## config.mk

```make
export PLATFORM = sky130hd
export DESIGN_NAME = wb_arbiter
export DESIGN_NICKNAME = d
export VERILOG_FILES = /design/src/rtl/wb_arbiter.sv
export SDC_FILE = /design/constraint.sdc
export NUM_CORES = 1
export LEC_CHECK = 0
export ABC_AREA = 0
export CAP_MARGIN = 10
export CORE_MARGIN = 3
export CORE_UTILIZATION = 31
export CTS_CLUSTER_SIZE = 12
export DETAILED_ROUTE_END_ITERATION = 7
export PLACE_DENSITY = 0.71
export SETUP_SLACK_MARGIN = 0.5
export SYNTH_ARGS = -nofsm -noshare
export SYNTH_HDL_FRONTEND = slang
export SYNTH_SLANG_ARGS = --single-unit
```

## constraint.sdc

```tcl
create_clock -name CLK -period 4.6 [get_ports CLK]
set_input_delay 0.92 -clock CLK [delete_from_list [all_inputs] [get_ports CLK]]
set_output_delay 0.92 -clock CLK [all_outputs]
set_load 0.02 [all_outputs]
```

## src/rtl/wb_arbiter.sv

```systemverilog
// -----------------------------------------------------------------------------
// wb_arbiter
//
// Shares the single register-file write port among three producers of
// write-back results: requester 0 (ALU), requester 1 (load unit) and
// requester 2 (CSR unit). A round-robin pointer names the requester with the
// highest priority this cycle. At most one request is accepted per cycle. The
// accepted write is presented one cycle later on the registered write port.
//
// Parameters
//   XLEN       width of write data
//   AW         register-file address width
//
// Ports
//   CLK        clock, all state updates on the rising edge
//   RST        asynchronous, active-low reset
//   HOLD       when high, no request is accepted this cycle
//   REQ_VALID  per-requester write request, one bit per requester
//   REQ_ADDR   per-requester destination register, slice i = [i*AW +: AW]
//   REQ_DATA   per-requester write data, slice i = [i*XLEN +: XLEN]
//   REQ_READY  combinational one-hot grant, request i accepted this cycle
//   WE         registered register-file write enable, one-cycle pulse
//   WADDR      registered register-file write address
//   WDATA      registered register-file write data
//   GRANT_ID   registered index of the requester that owns the WE cycle
// -----------------------------------------------------------------------------
module wb_arbiter #(
  parameter int XLEN = 32,
  parameter int AW   = 5
) (
  input  logic              CLK,
  input  logic              RST,
  input  logic              HOLD,
  input  logic [2:0]        REQ_VALID,
  input  logic [3*AW-1:0]   REQ_ADDR,
  input  logic [3*XLEN-1:0] REQ_DATA,
  output logic [2:0]        REQ_READY,
  output logic              WE,
  output logic [AW-1:0]     WADDR,
  output logic [XLEN-1:0]   WDATA,
  output logic [1:0]        GRANT_ID
);

  // Round-robin pointer: index of the highest-priority requester.
  // Only the values 0, 1 and 2 are ever stored.
  logic [1:0]      ptr;

  // Result of the search in the current cycle.
  logic            grant_any;
  logic [1:0]      grant_idx;
  logic [1:0]      cand;
  logic [AW-1:0]   sel_addr;
  logic [XLEN-1:0] sel_data;

  // Modulo-3 increment. The value 2 wraps to 0 so the pointer never
  // reaches 3.
  function automatic logic [1:0] wrap_inc(input logic [1:0] i);
    return (i == 2'd2) ? 2'd0 : i + 2'd1;
  endfunction

  // ---------------------------------------------------------------------------
  // Arbitration: search in the order ptr, ptr+1, ptr+2 (mod 3). The first
  // valid requester found wins. Reset and HOLD suppress every grant, so
  // REQ_READY stays low while RST is low whatever REQ_VALID does.
  // ---------------------------------------------------------------------------
  always_comb begin
    // NOTE: every signal gets a default value before any branch assigns it.
    // Without this, a path that skips an assignment infers a latch.
    grant_any = 1'b0;
    grant_idx = 2'd0;
    cand      = ptr;
    if (RST && !HOLD) begin
      for (int k = 0; k < 3; k++) begin
        if (!grant_any && REQ_VALID[cand]) begin
          grant_any = 1'b1;
          grant_idx = cand;
        end
        cand = wrap_inc(cand);
      end
    end
  end

  // A grant only exists for a valid request, so REQ_READY[i] can never be
  // high while REQ_VALID[i] is low.
  assign REQ_READY = grant_any ? (3'b001 << grant_idx) : 3'b000;

  // Address and data of the winning requester.
  assign sel_addr = REQ_ADDR[grant_idx*AW +: AW];
  assign sel_data = REQ_DATA[grant_idx*XLEN +: XLEN];

  // ---------------------------------------------------------------------------
  // Registered write port and pointer update.
  //
  // A grant to a request for x0 still consumes the request. It also updates
  // WADDR, WDATA and GRANT_ID, but it never raises WE. A cycle without a
  // grant clears WE and keeps the other write-port registers as they were.
  //
  // Asserting reset clears WE at once. Any write that was registered but not
  // yet performed is therefore dropped, and no write follows the release.
  // ---------------------------------------------------------------------------
  always_ff @(posedge CLK or negedge RST) begin
    // NOTE: every register of this small block is cleared by the asynchronous
    // reset, because downstream logic samples WE as soon as reset releases.
    if (!RST) begin
      WE       <= 1'b0;
      WADDR    <= '0;
      WDATA    <= '0;
      GRANT_ID <= 2'd0;
      ptr      <= 2'd0;
    end else begin
      // NOTE: sequential state uses non-blocking assignments. All registers
      // then sample values from before this edge, whatever the statement
      // order.
      WE <= grant_any && (sel_addr != '0);
      if (grant_any) begin
        WADDR    <= sel_addr;
        WDATA    <= sel_data;
        GRANT_ID <= grant_idx;
        ptr      <= wrap_inc(grant_idx);
      end
    end
  end

endmodule

```

* Word-level counts from Yosys, hierarchy flattened
Index checks and enable logic that the tools add are counted.
Storage, ports and cells: register bits after elaboration 42, input bits 117, output and inout port bits 43, word-level logic and storage cells 46
Cells by class: add/subtract/negate cells 3, $mul 1, $lt $le $gt $ge 3, equality and inequality tests 3, shift operators 3, muxes and demuxes 20, reduce and logical (&&, ||, !) cells 8
Operators by type and width (number):
- variable part select 96 x 8 -> 32 bit | 1
- variable part select 15 x 6 -> 5 bit | 1
- 2-to-1 mux 2 bit | 7
- less-than comparator 2 x 3 -> 1 bit (second input constant) | 3
- 2-to-1 mux 1 bit | 9
- adder 2 x 1 -> 2 bit (second input constant) | 3
- binary-select mux 1 bit (select 2 bit) | 3
- == test 2 bit (second input constant) | 3
- multiplier 2 x 3 -> 5 bit (second input constant) | 1
- nonzero test 5 bit | 1
- logical AND 1 bit | 4
- zero test 1 bit | 3
- 2-to-1 mux 3 bit | 1
- left shift 1 x 2 -> 3 bit (first input constant) | 1

* Logic depth before layout (Yosys ltp)
word-level depth 16, depth in mapped cells 7

* Least setup slack after synthesis
No wires, ideal clock.
path kind in2out, start input port REQ_VALID[2], end output port REQ_READY[0], data arrival time 2.017 ns, data required time 3.680 ns, slack 1.663 ns, cell stages on the path 6, cell sequence a21boi_1 > o211a_1 > or2_1 > buf_2 > buf_6 > nor2_1
On the way: word-level cells in the longest chain between the ends 14, elaborated cells between the ends (all ways) 22, classes of those cells 1 x shift; 17 x mux; 4 x reduce/logical
Ends and longest elaborated chain:
- from (decl) | line 34 | input logic [2:0] REQ_VALID,
- binary-select mux 1 bit (select 2 bit) | line 74 | if (!grant_any && REQ_VALID[cand]) begin
- 2-to-1 mux 1 bit (implied by the code) | line 74
- 2-to-1 mux 1 bit | line 74
- 2-to-1 mux 1 bit | line 72 | if (RST && !HOLD) begin
- zero test 1 bit | line 74
- logical AND 1 bit | line 74
- 2-to-1 mux 1 bit | line 74
- 2-to-1 mux 1 bit | line 72
- zero test 1 bit | line 74
- logical AND 1 bit | line 74
- 2-to-1 mux 2 bit | line 74
- 2-to-1 mux 2 bit | line 72
- left shift 1 x 2 -> 3 bit | line 85 | assign REQ_READY = grant_any ? (3'b001 << grant_idx) : 3'b000;
- 2-to-1 mux 3 bit (*) | line 85
- to (decl) | line 37 | output logic [2:0] REQ_READY,
Every way passes the cells marked *; elsewhere a longest branch is shown, timed or not. The select of a mux whose other input is x is not followed.

* Worst setup path in the final report
start input port REQ_VALID[0], end output port REQ_READY[0]
The elaborated chain is that of the path after synthesis.

==> results.toml <==
[die]
start_util_pct = 32.5
die_area_mm2 = 0.00835
rows = 30
dieHeight_um = 91.4
ios = 160
core_area_mm2 = 0.00694
die_x_um = 91.4

[setup_path]
critical_path.max_stage_delay_ps = 600
crit_fanout = 4
slowest_stage = "clkdlybuf4s50_1"
r2r-end = "WE$_DFF_PN0_"
crit_chain = "clkdlybuf4s50_1 > a21oi_1 > o211a_1 > or2_1 > nor2_1 > clkdlybuf4s50_1"
end_kind = "output pin"
cp.arrival_ps = 2790
cp-start-kind = "input port"
reg2reg_slack_ps = 2340
reg2reg_depth = 6
cp.required_ps = 3680
path_common_cell = "clkdlybuf4s50_1"
worstSetupPathType = "input port to output pin"
r2r_start = "ptr[1]$_DFFE_PN0P_"

[clock_tree]
numCtsBuffers = 5
cts_tree = "built"
hold_buffers = 0
cts_resized = 0
cts_setup_buffers = 0
clk_latency_ps = 290
clkSinkCount = 42
cts_max_level = 2
clk_root_buffer_cell = "clkbuf_8"
clkTransAtPathRegs_ps = 80
clk_path_buf_depth = 2

[global_route]
grt_pass1_vias = 2328
grt_pass1_wl_mm = 11.6
grt_use_total_pct = 17.2
grt-ovfl-total = 0
grt_max_degree = 48
antenna_found_initial = 0

[place]
post-place-ws_ps = 885
hpwl_mm = 5.16
gp_congestion = 0.756
dp_cells = 443
io_buffers = 159
dpl_cell_area_mm2 = 0.00387

[yosys]
synth.area.top_cells = "dfrtp_1 47%, mux2i_1 16%, a22oi_1 11%"
syn_nets = 317
yosysWarnings = 0
synth_enable_flop_cells = 0
syn_inst = 200
synth_area_per_cell_um2 = 11.3
yosys.area.top_type = "dfrtp_1"
synth_top_area_share_pct = 46.5
async_flop_share_pct = 100
synth_common_cells = "42 x dfrtp_1, 38 x o21ai_1, 37 x mux2i_1, 32 x a22oi_1, 11 x nand2_1"
ys_seq_area_share_pct = 46.5
synth_most_common_cell = "dfrtp_1"
ys_types = 24
synth_ff_type = "dfrtp_1"
synth_area_mm2 = 0.00226
synth_seq_cells = 42

[power]
ir_drop_mv = 0.142
internal-power_mw = 0.832
p_leak_nw = 1.80
swShare_pct = 31.5
report.power.total_mw = 1.22
p_seq_share_pct = 39.6
power.switching_mw = 0.383
power_frac_comb_pct = 40.1
pwr-share-clk_pct = 20.3
power_density_mw_per_mm2 = 307

[timing]
slew_headroom_pct = 55.7
fmax_ghz = 0.269
totalNegativeSetupSlack_ps = 0
slew_viol_final = 0
hold_viol = 0
period_share_pct = 80.7
rsz0062_at_grt = "no"
setup_ws_ps = 888
clock_skew_ps = 2.17
fin_hold_ws_ps = 482
fin_crit_ps = 3710
setup_viol = 0
worst-slew-pin-transition_ps = 664

[drt]
routed_via_density = 4.79
drtIter0Drc = 89
detail-route-antenna-nets = 0
wl_per_cell_um = 15.4
num_vias = 2160
postRouteWirelength_mm = 6.96
drc = 0
firstDrtPassIters = 4

[final_layout]
drive_gt1_share_pct = 7.32
n_antenna_cell = 0
fillers = 603
fin_area_mm2 = 0.00396
areaGrowthSynthToFinish_pct = 75.4
final_util_pct = 57.1
instances_no_fill = 451
finalNetCount = 471

[run]
drv_cap = 0

[worst_hold_path]
hp-class = "register to register"
worstHoldPathCells = 1
hold_path_end = "GRANT_ID[1]$_DFFE_PN0P_"
holdCritStartpoint = "GRANT_ID[1]$_DFFE_PN0P_"

[status]
status = "finished, final reports clean"
## registers in the layout, summed over array words and instances (netlist names)
name and cells:
GRANT_ID 2, WE 1, WDATA 32, ptr 2, WADDR 5
## logic make-up (layout without fill, tap and decap cells)
logic type,Yosys count,count (layout),share of synthesized area (%)
mux,44,44,20.4
flops,42,42,46.5
buf+inv,19,174,6.53
simple gates,17,17,3.38
compound gates,78,78,23.2
## layer usage
metal | global-route usage [%] | wire (um)
met2 | 31.4 | 3630
met1 | 19.5 | 2760
met3 | 4.72 | 468
met4 | 4.65 | 99
met5 | 0 | 0
## critical path: cells and delay by family
kind                   cells  cell delay (ps)
buffers and inverters      2             1190
and+or+nand+nor            2              340
AOI/OAI and AO/OA          2              340
## cells in the final DEF (no fill, tap or decap), drive strengths merged
cell type and n:
inv 2, a22oi 32, a21boi 1, a21oi 2, o21ai 38, o211a 1
clkinv 1, clkbuf 7, a21o 1, mux2 7, buf 6, dfrtp 42
mux2i 37, nor2b 1, o31ai 1, o2111ai 1, or2 1, nor2 4
nand2 11, a41oi 1, clkdlybuf4s50 158
## power by group through the flow
| stage | clock, mW | sequential [mW] | combinational (mW) |
|---|---|---|---|
| 2_1_floorplan | 0 | 0.571 | 0.133 |
| 4_1_cts | 0.254 | 0.481 | 0.496 |
| 3_3_place_gp | 0 | 0.484 | 0.490 |
| 3_5_place_dp | 0 | 0.487 | 0.495 |
| 5_1_grt | 0.268 | 0.491 | 0.525 |
| 6_report | 0.246 | 0.481 | 0.488 |
## cell type report
class / instances / area, um2 / share of cell area, %
clock buffers: 7 / 86.3 / 2.18
clock inverters: 1 / 5.00 / 0.126
inverters: 2 / 7.51 / 0.189
multi-input cells: 139 / 1070 / 27.0
flip-flops and latches: 42 / 1050 / 26.5
well taps: 96 / 120 / 3.03
repair buffers: 164 / 1620 / 41.0
## how the worst max path moves through the flow
stage	start	end	slack [ps]	cells after the start
2_1_floorplan	REQ_VALID[2]	REQ_READY[0]	1660	6
4_1_cts	REQ_VALID[0]	REQ_READY[0]	890	6
3_5_place_dp	REQ_VALID[0]	REQ_READY[0]	890	6
6_report	REQ_VALID[0]	REQ_READY[0]	890	6
5_1_grt	REQ_VALID[0]	REQ_READY[0]	790	6
3_3_place_gp	REQ_VALID[0]	REQ_READY[0]	920	6
Power figures use the tool's default switching activity.
